--- src/rtl/geri_yazma_pkg.sv ---
// Shared widths, destination-field position and queue entry type for the write-back unit.
package geri_yazma_pkg;

  localparam int VERI_W    = 8;
  localparam int ADRES_W   = 3;
  localparam int HEDEF_MSB = 5;
  localparam int HEDEF_LSB = 3;

  typedef struct packed {
    logic [ADRES_W-1:0] adres;
    logic [VERI_W-1:0]  veri;
  } kuyruk_girdisi_t;

endpackage

--- src/rtl/yazma_kuyrugu.sv ---
// In-order circular write queue; exposes all entries plus read pointer and count for the bypass search.
module yazma_kuyrugu
  import geri_yazma_pkg::*;
#(
  parameter int DERINLIK = 4,
  localparam int PTR_W = $clog2(DERINLIK),
  localparam int SAY_W = PTR_W + 1
) (
  input  logic            clk,
  input  logic            rst,
  input  logic            yaz,
  input  logic            oku,
  input  kuyruk_girdisi_t yeni,
  output kuyruk_girdisi_t girdiler [DERINLIK],
  output kuyruk_girdisi_t bas,
  output logic [PTR_W-1:0] oku_ptr,
  output logic [SAY_W-1:0] sayac,
  output logic            dolu,
  output logic            bos
);

  logic [PTR_W-1:0] yaz_ptr;
  logic             ekle;
  logic             cikar;

  assign dolu  = (sayac == SAY_W'(DERINLIK));
  assign bos   = (sayac == '0);
  assign ekle  = yaz && !dolu;
  assign cikar = oku && !bos;
  assign bas   = girdiler[oku_ptr];

  always_ff @(posedge clk or negedge rst) begin
    if (!rst) begin
      girdiler <= '{default: '0};
      yaz_ptr  <= '0;
      oku_ptr  <= '0;
      sayac    <= '0;
    end else begin
      if (ekle) begin
        girdiler[yaz_ptr] <= yeni;
        yaz_ptr           <= yaz_ptr + PTR_W'(1);
      end
      if (cikar) begin
        oku_ptr <= oku_ptr + PTR_W'(1);
      end
      case ({ekle, cikar})
        2'b10:   sayac <= sayac + SAY_W'(1);
        2'b01:   sayac <= sayac - SAY_W'(1);
        default: sayac <= sayac;
      endcase
    end
  end

endmodule

--- src/rtl/geri_yazma_birimi.sv ---
// Write-back unit: queues ALU results, arbitrates the register-file write port with memory loads.
// GERI_YAZMA_BYPASS_EN: read ports forward the youngest matching queued result.
module geri_yazma_birimi #(
  parameter int VERI_W           = 8,
  parameter int YAZMAC_SAYISI    = 8,
  parameter int KUYRUK_DERINLIGI = 4
) (
  input  logic              clk,
  input  logic              rst,
  input  logic              veriyi_yaz_i,
  input  logic [VERI_W-1:0] sonuc_i,
  input  logic [15:0]       emir_i,
  input  logic              bellek_yaz_i,
  input  logic [2:0]        bellek_adres_i,
  input  logic [VERI_W-1:0] bellek_veri_i,
  input  logic [2:0]        oku1_adres_i,
  input  logic [2:0]        oku2_adres_i,
  output logic [VERI_W-1:0] oku1_veri_o,
  output logic [VERI_W-1:0] oku2_veri_o,
  output logic              hazir_o,
  output logic              kuyruk_bos_o,
  output logic              tasma_o
);
  import geri_yazma_pkg::*;

  localparam int PTR_W = $clog2(KUYRUK_DERINLIGI);

  logic [VERI_W-1:0] yazmaclar [YAZMAC_SAYISI];
  kuyruk_girdisi_t   yeni;
  kuyruk_girdisi_t   bas;
  kuyruk_girdisi_t   girdiler [KUYRUK_DERINLIGI];
  logic [PTR_W-1:0]  oku_ptr;
  logic [PTR_W:0]    sayac;
  logic              dolu;
  logic              bos;
  logic              bosalt;
  logic              tasma;

  assign yeni   = '{adres: emir_i[HEDEF_MSB:HEDEF_LSB], veri: sonuc_i};
  // A memory load owns the write port; the queue only drains on load-free cycles.
  assign bosalt = !bellek_yaz_i && !bos;

  yazma_kuyrugu #(
    .DERINLIK(KUYRUK_DERINLIGI)
  ) u_kuyruk (
    .clk     (clk),
    .rst     (rst),
    .yaz     (veriyi_yaz_i),
    .oku     (bosalt),
    .yeni    (yeni),
    .girdiler(girdiler),
    .bas     (bas),
    .oku_ptr (oku_ptr),
    .sayac   (sayac),
    .dolu    (dolu),
    .bos     (bos)
  );

  always_ff @(posedge clk or negedge rst) begin
    if (!rst) begin
      yazmaclar <= '{default: '0};
    end else if (bellek_yaz_i) begin
      yazmaclar[bellek_adres_i] <= bellek_veri_i;
    end else if (!bos) begin
      yazmaclar[bas.adres] <= bas.veri;
    end
  end

  always_ff @(posedge clk or negedge rst) begin
    if (!rst) begin
      tasma <= 1'b0;
    end else if (veriyi_yaz_i && dolu) begin
      tasma <= 1'b1;
    end
  end

  function automatic logic [VERI_W-1:0] oku(input logic [2:0] a);
    logic [VERI_W-1:0] v;
    v = yazmaclar[a];
`ifdef GERI_YAZMA_BYPASS_EN
    // Walk oldest to youngest so the youngest live match is the one left in v.
    for (int unsigned i = 0; i < KUYRUK_DERINLIGI; i++) begin
      logic [PTR_W-1:0] idx;
      idx = oku_ptr + PTR_W'(i);
      if (((PTR_W+1)'(i) < sayac) && (girdiler[idx].adres == a)) begin
        v = girdiler[idx].veri;
      end
    end
`endif
    return v;
  endfunction

`ifndef GERI_YAZMA_BYPASS_EN
  logic kuyruk_unused;
  always_comb begin
    kuyruk_unused = ^{oku_ptr, sayac};
    for (int unsigned i = 0; i < KUYRUK_DERINLIGI; i++) begin
      kuyruk_unused = kuyruk_unused ^ (^girdiler[i]);
    end
  end
`endif

  logic emir_unused;
  assign emir_unused = ^{emir_i[15:HEDEF_MSB+1], emir_i[HEDEF_LSB-1:0]};

  always_comb begin
    oku1_veri_o = oku(oku1_adres_i);
    oku2_veri_o = oku(oku2_adres_i);
  end

  assign hazir_o      = !dolu;
  assign kuyruk_bos_o = bos;
  assign tasma_o      = tasma;

endmodule

--- config.mk ---
export PLATFORM = sky130hd
export DESIGN_NAME = geri_yazma_birimi
export DESIGN_NICKNAME = d
export VERILOG_FILES = /design/src/rtl/geri_yazma_pkg.sv /design/src/rtl/yazma_kuyrugu.sv /design/src/rtl/geri_yazma_birimi.sv
export SDC_FILE = /design/constraint.sdc
export NUM_CORES = 1
export LEC_CHECK = 0
export BUFFER_PORTS_ARGS = -buffer_cell sky130_fd_sc_hd__buf_2
export CAP_MARGIN = 20
export CORE_UTILIZATION = 35
export CTS_CLUSTER_DIAMETER = 150
export DETAILED_ROUTE_END_ITERATION = 6
export PLACE_DENSITY = 0.62
export SLEW_MARGIN = 20
export SYNTH_ARGS = -nofsm -noshare
export SYNTH_HDL_FRONTEND = slang
export SYNTH_SLANG_ARGS = --single-unit
export TNS_END_PERCENT = 1
--- constraint.sdc ---
create_clock -name clk -period 4.7 [get_ports clk]
set_input_delay 0.235 -clock clk [delete_from_list [all_inputs] [get_ports clk]]
set_output_delay 0.235 -clock clk [all_outputs]
set_load 0.03 [all_outputs]
**Yosys cells after proc, flatten, opt, wreduce, memory -nomap -nowiden**

Cells that the tools add are included.

- Order comparisons: 9
- Reduce and logical (&&, ||, !) cells: 12
- Multipliers: 0
- Bitwise gates (word level): 6
- Divide/modulo/power cells: 0
- $add $sub $neg: 4
- Shift operators: 0
- Eq/ne operators: 4
- Muxes and demuxes: 21

Operator list:

| kind | count |
|---|---|
| $bwmux 64 | 2 |
| $mux 64 | 2 |
| $bmux 8 s3 | 2 |
| $demux 8 s3 | 2 |
| $mux 8 | 6 |
| $bwmux 44 | 1 |
| $mux 11 | 3 |
| $bmux 11 s2 | 1 |
| $demux 11 s2 | 1 |
| $ge 4x4->1 const B | 4 |
| $not 3->4 | 4 |
| $lt 4x1->1 const B | 2 |
| $logic_and 1x1->1 | 7 |
| $ge 3x3->1 const B | 2 |
| $not 2->3 | 2 |
| $pmux 3 s2 | 1 |
| $add 2x1->2 const B | 2 |
| $add 3x1->3 const B | 1 |
| $eq 3x3->1 const B | 1 |
| $logic_not 1->1 | 3 |
| $logic_not 3->1 | 1 |
| $lt 3x1->1 const B | 1 |
| $sub 3x1->3 const B | 1 |
| $eq 2x1->1 const B | 1 |
| other kinds (3) | 3 |

- Bits in writable memories: 0
- Bits in registers: 116
- Bits in read-only memories: 0
- Latch bits: 0
- Memories: 0
- Logic and storage cells: 76

**Depth between registers and ports, before layout**

- Depth after elaboration: 12
- Gate-level depth with buffers: 10

**Hierarchy**

A second synthesis with hierarchy kept.

- Cell total of the unflattened synthesis: 549
- Area, all modules: 7071.8 um^2

Modules (own cells, without submodules):

| module | area an instance (um^2) | times used | cells each |
|---|---|---|---|
| geri_yazma_birimi | 4748.3 | 1 | 404 |
| yazma_kuyrugu | 2323.5 | 1 | 145 |

**Worst setup path before layout**

Ideal clock, no wire load.

- Path type: register to register
- From: reg u_kuyruk.sayac[0]
- To: reg u_kuyruk.sayac[2]
- Buffers on the path: 1
- Arrival time: 2473 ps
- Period minus slack after synthesis: 2598 ps
- Stages on the path, launching flop included: 10
- Slack: 2102 ps
- Required time: 4575 ps
- Setup time: 125 ps
- Path through: dfrtp_1 nor3_1 nor2_2 clkbuf_1 ha_1 inv_1 fa_1 xor2_1 nor2_1 xor2_1

- Longest elaborated chain between the ends: 6
- Elaborated cells between the ends (all ways): 13
- Classes of those cells: 2 x add/sub; 3 x eq/ne; 1 x mux; 7 x reduce/logical

Ends and longest elaborated chain:

| element | line | text |
|---|---|---|
| from (decl) | yazma_kuyrugu.sv:17 | `output logic [SAY_W-1:0] sayac,` |
| from (signal assigned) | yazma_kuyrugu.sv:47 | `2'b10: sayac <= sayac + SAY_W'(1);` |
| from (signal assigned) | yazma_kuyrugu.sv:48 | `2'b01: sayac <= sayac - SAY_W'(1);` |
| from (signal assigned) | yazma_kuyrugu.sv:49 | `default: sayac <= sayac;` |
| $logic_not 3->1 * | yazma_kuyrugu.sv:27 | `assign bos = (sayac == '0);` |
| named net kuyruk_bos_o | geri_yazma_birimi.sv:21 | `output logic kuyruk_bos_o,` |
| $logic_not 1->1 * | yazma_kuyrugu.sv:29, geri_yazma_birimi.sv:41 |  |
| $logic_and 1x1->1 | geri_yazma_birimi.sv:41 | `assign bosalt = !bellek_yaz_i && !bos;` |
| $logic_and 1x1->1 * | yazma_kuyrugu.sv:29 | `assign cikar = oku && !bos;` |
| named net u_kuyruk.cikar | yazma_kuyrugu.sv:24 | `logic cikar;` |
| $eq 2x1->1 / $eq 2x2->1 (equally long branches) | yazma_kuyrugu.sv:46 | `case ({ekle, cikar})` |
| $pmux 3 s2 / $reduce_bool 2->1 (equally long branches) | n/a |  |

The timed path passes the listed nets; every way through them passes the cells marked *.
A chain may end at the register's enable or synchronous reset.

**Final worst setup path**

- From: reg u_kuyruk.oku_ptr[0]
- To: reg yazmaclar[50] (netlist bit)

- Longest elaborated chain between the ends: 12
- Elaborated cells between the ends (all ways): 13
- Classes of those cells: 2 x order compare; 8 x mux; 2 x bitwise; 1 x reduce/logical

Ends and longest elaborated chain:

| element | line | text |
|---|---|---|
| from (decl) | yazma_kuyrugu.sv:16 | `output logic [PTR_W-1:0] oku_ptr,` |
| from (signal assigned) | yazma_kuyrugu.sv:44 | `oku_ptr <= oku_ptr + PTR_W'(1);` |
| $not 2->3 (implied by the code) * | yazma_kuyrugu.sv:30 | `assign bas = girdiler[oku_ptr];` |
| $bmux 11 s2 * | yazma_kuyrugu.sv:30 |  |
| $mux 11 (implied by the code) * (2 in series) | yazma_kuyrugu.sv:30 |  |
| $not 3->4 (implied by the code) | geri_yazma_birimi.sv:65 | `yazmaclar[bas.adres] <= bas.veri;` |
| $ge 4x4->1 (implied by the code) / $lt 4x1->1 (equally long branches) | geri_yazma_birimi.sv:65 |  |
| $logic_and 1x1->1 (implied by the code) | geri_yazma_birimi.sv:65 |  |
| $mux 8 (implied by the code) | geri_yazma_birimi.sv:65 |  |
| $demux 8 s3 | geri_yazma_birimi.sv:65 |  |
| $bwmux 64 * | geri_yazma_birimi.sv:65 |  |
| $mux 64 * | geri_yazma_birimi.sv:64 | `end else if (!bos) begin` |
| $mux 64 * | geri_yazma_birimi.sv:62 | `end else if (bellek_yaz_i) begin` |
| to (signal, indexed assignment) | geri_yazma_birimi.sv:63 | `yazmaclar[bellek_adres_i] <= bellek_veri_i;` |
| to (signal, indexed assignment) | geri_yazma_birimi.sv:65 |  |
| to (decl) | geri_yazma_birimi.sv:28 | `logic [VERI_W-1:0] yazmaclar [YAZMAC_SAYISI];` |

Every way passes the cells marked *; elsewhere a longest branch is shown, timed or not. The select of a mux whose other input is x is not followed.

==> impl_metrics.ini <==
[worst_setup_path]
rrSetupSlack_ps = 1930
critPathKind = reg2reg
crit_path_end_kind = flip-flop
critPathMaxFanout = 13
reg2reg_depth = 4
required_ps = 5000
arrival_ps = 3080
start_kind = flip-flop

[finish]
fillers = 1622
drive_gt1_share_pct = 31.40
layout.nets = 624
finish.instance_area_sq_mm = 0.007222
area_growth_pct = 15.83
diodes = 0
multi_input_area_sq_mm = 0.002904
seqCellArea_sq_mm = 0.002903

[global_route]
grt_max_degree = 79
overflow = 0
grt_pass1_vias = 4809
grt.total_usage_pct = 18.85
grt_pass1_wl_um = 25940
antenna_found_initial = 0

[routing]
drt-wirelength-per-cell_um = 20.04
vias = 4591
first_pass_iters = 5
drc_errors = 0
drt_iter0_drc = 333
viasPerCell = 5.661
routed_wl_um = 16250
drtAntennaViolNets = 0

[power]
p_per_area_mw_per_mm2 = 712.2
power_mw = 5.143
vdd.ir_drop.worst_v = 0.0003734
p_leak_nw = 3.072

[clock_network]
cts_setup_buffers = 0
cts_tree = built
clock_sinks = 116
ctsRootBufferMaster = clkbuf_16
clockBufferDepth = 2
clkLatencyLatePin_ps = 410
clkTransAtPathRegs_ps = 60
numCtsBuffers = 17
htreeDepth = 4

[outcome]
status = completed

[floorplanning]
chipHeight_um = 135.5
rows = 48
start_util_pct = 35.92
io_pins = 64
coreArea_sq_mm = 0.01736
dieWidth_um = 135.5
dieArea_sq_mm = 0.01835

[synthesis]
synth-main-ff-cell = dfrtp_1
synth_top_area_share_pct = 46.56
syn_nets = 588
async_flop_share_pct = 100.0
synth_edf_count = 0
synthTopCellsByArea = dfrtp_1 (47%), mux4_2 (16%), o221ai_1 (9.0%), mux2_2 (7.9%), nand2_1 (5.3%)
synth_area_per_cell_sq_um = 11.61
netlist_area_sq_mm = 0.006235
synth_top_area_cell = dfrtp_1
synth_cell_types = 34
ys_seq_elements = 116
synth_warnings = 0
synthCells = 537
synth_seq_area_share_pct = 46.56

[placed_design]
placed_cell_area_sq_mm = 0.006629
gp_congestion = 0.8286
io_buffers = 50
post-dp-hpwl_um = 11360

[sta]
rsz0062_at_grt = no
max_slew_margin_pct = 36.98
maxSlewViolCount = 0
min_period_ps = 2774
hold_violations = 0
timing.hold.ws_ps = 39.45
tns_ps = 0
skew_ps = 9.698
max_freq_ghz = 0.3605
fin_crit_sh_pct = 59.02
setup_viol = 0
max_slew.worst_pin.slew_ps = 941.2

[hold_path]
hp-class = in2reg
hold_path_depth = 2

[run]
cap_violations = 0
[logic make-up after synthesis]
group	Yosys count	share of synthesized area, %
buffers and inverters	108	6.863
flip-flops	116	46.56
adder cells (fa/ha/maj)	6	1.325
AO/OA/AOI/OAI	98	13.00
XOR/XNOR	6	0.8430
AND/OR/NAND/NOR	115	7.767
multiplexers	88	23.64
[per-layer routing]
layer | share of wire, % | track usage, % | vias to the layer above
li1 | - | - | 2036
met1 | 43 | 24.35 | 2293
met2 | 48 | 31.17 | 217
met3 | 6.9 | 3.629 | 45
met4 | 2.5 | 7.366 | 0
met5 | 0 | 0 | -
[power breakdown]
part           switching (mW)  internal (mW)
Sequential              0.303           1.48
Combinational            1.15          0.948
Clock                   0.480          0.784
Total                    1.93           3.21
[synth_stat cells, drive strengths merged (7+ instances only)]
library cell,count
inv,72
nand2b,11
dfrtp,116
mux4,43
mux2,44
o221ai,64
o21ai,17
buf,29
nor2,9
clkbuf,7
nand2,88
[path summary, 6_finish.rpt]
kind | start | endpoint
max | u_kuyruk.oku_ptr[0]$_DFFE_PN0P_ | yazmaclar[50]$_DFFE_PN0P_
min | veriyi_yaz_i | tasma_o$_DFFE_PN0P_
max reg2reg | u_kuyruk.oku_ptr[0]$_DFFE_PN0P_ | yazmaclar[50]$_DFFE_PN0P_
min reg2reg | tasma_o$_DFFE_PN0P_ | tasma_o$_DFFE_PN0P_
max in group asynchronous | rst | u_kuyruk.girdiler[22]$_DFFE_PN0P_
min in group asynchronous | rst | yazmaclar[60]$_DFFE_PN0P_
[final cells by class]
| type | instances | area share [%] |
|---|---|---|
| clock buffer | 17 | 5.891 |
| tap | 225 | 3.898 |
| sequential | 116 | 40.19 |
| clock inverter | 15 | 2.131 |
| inverter | 72 | 3.777 |
| timing repair buffer | 53 | 3.898 |
| multi-input combinational | 313 | 40.21 |
[placed cells by master (no fill, tap or decap), types with 5 or more instances in the layout]
master and count:
dfrtp_1 116, nand2_1 88, inv_1 71, o221ai_1 64, buf_2 49, mux2_2 44
mux4_2 43, o21ai_0 17, clkbuf_16 17, nand2b_1 11, nor2_1 8, a31o_2 5
ha_1 5, clkinv_2 5, inv_6 5
[per-stage QoR]
stage	cells	setup slack (ps)	util, %
final	811	1926	41.61
after global routing	811	1762	41.61
after CTS	810	1942	41.53
after detailed placement	778	1946	38.19
after global placement	778	2023	38.19
after floorplan	537	2102	-
[flip-flops by register name, indices dropped and copies added, names as in the netlist]
name	flops
u_kuyruk.sayac	3
u_kuyruk.girdiler	44
u_kuyruk.oku_ptr	2
u_kuyruk.yaz_ptr	2
tasma_o	1
yazmaclar	64
[critical path: stages (launching register included)]
cell,delay [ps]
dfrtp_1,890
mux4_2,710
nor2_1,290
o211ai_1,450
o221ai_1,340
[timing repair]
action / CTS / global route
endpoints found under the hold margin: 0 / 77
hold buffers: 0 / 1
gates resized for setup: 0 / 0
Note: power is estimated with default switching activity, not from simulation.
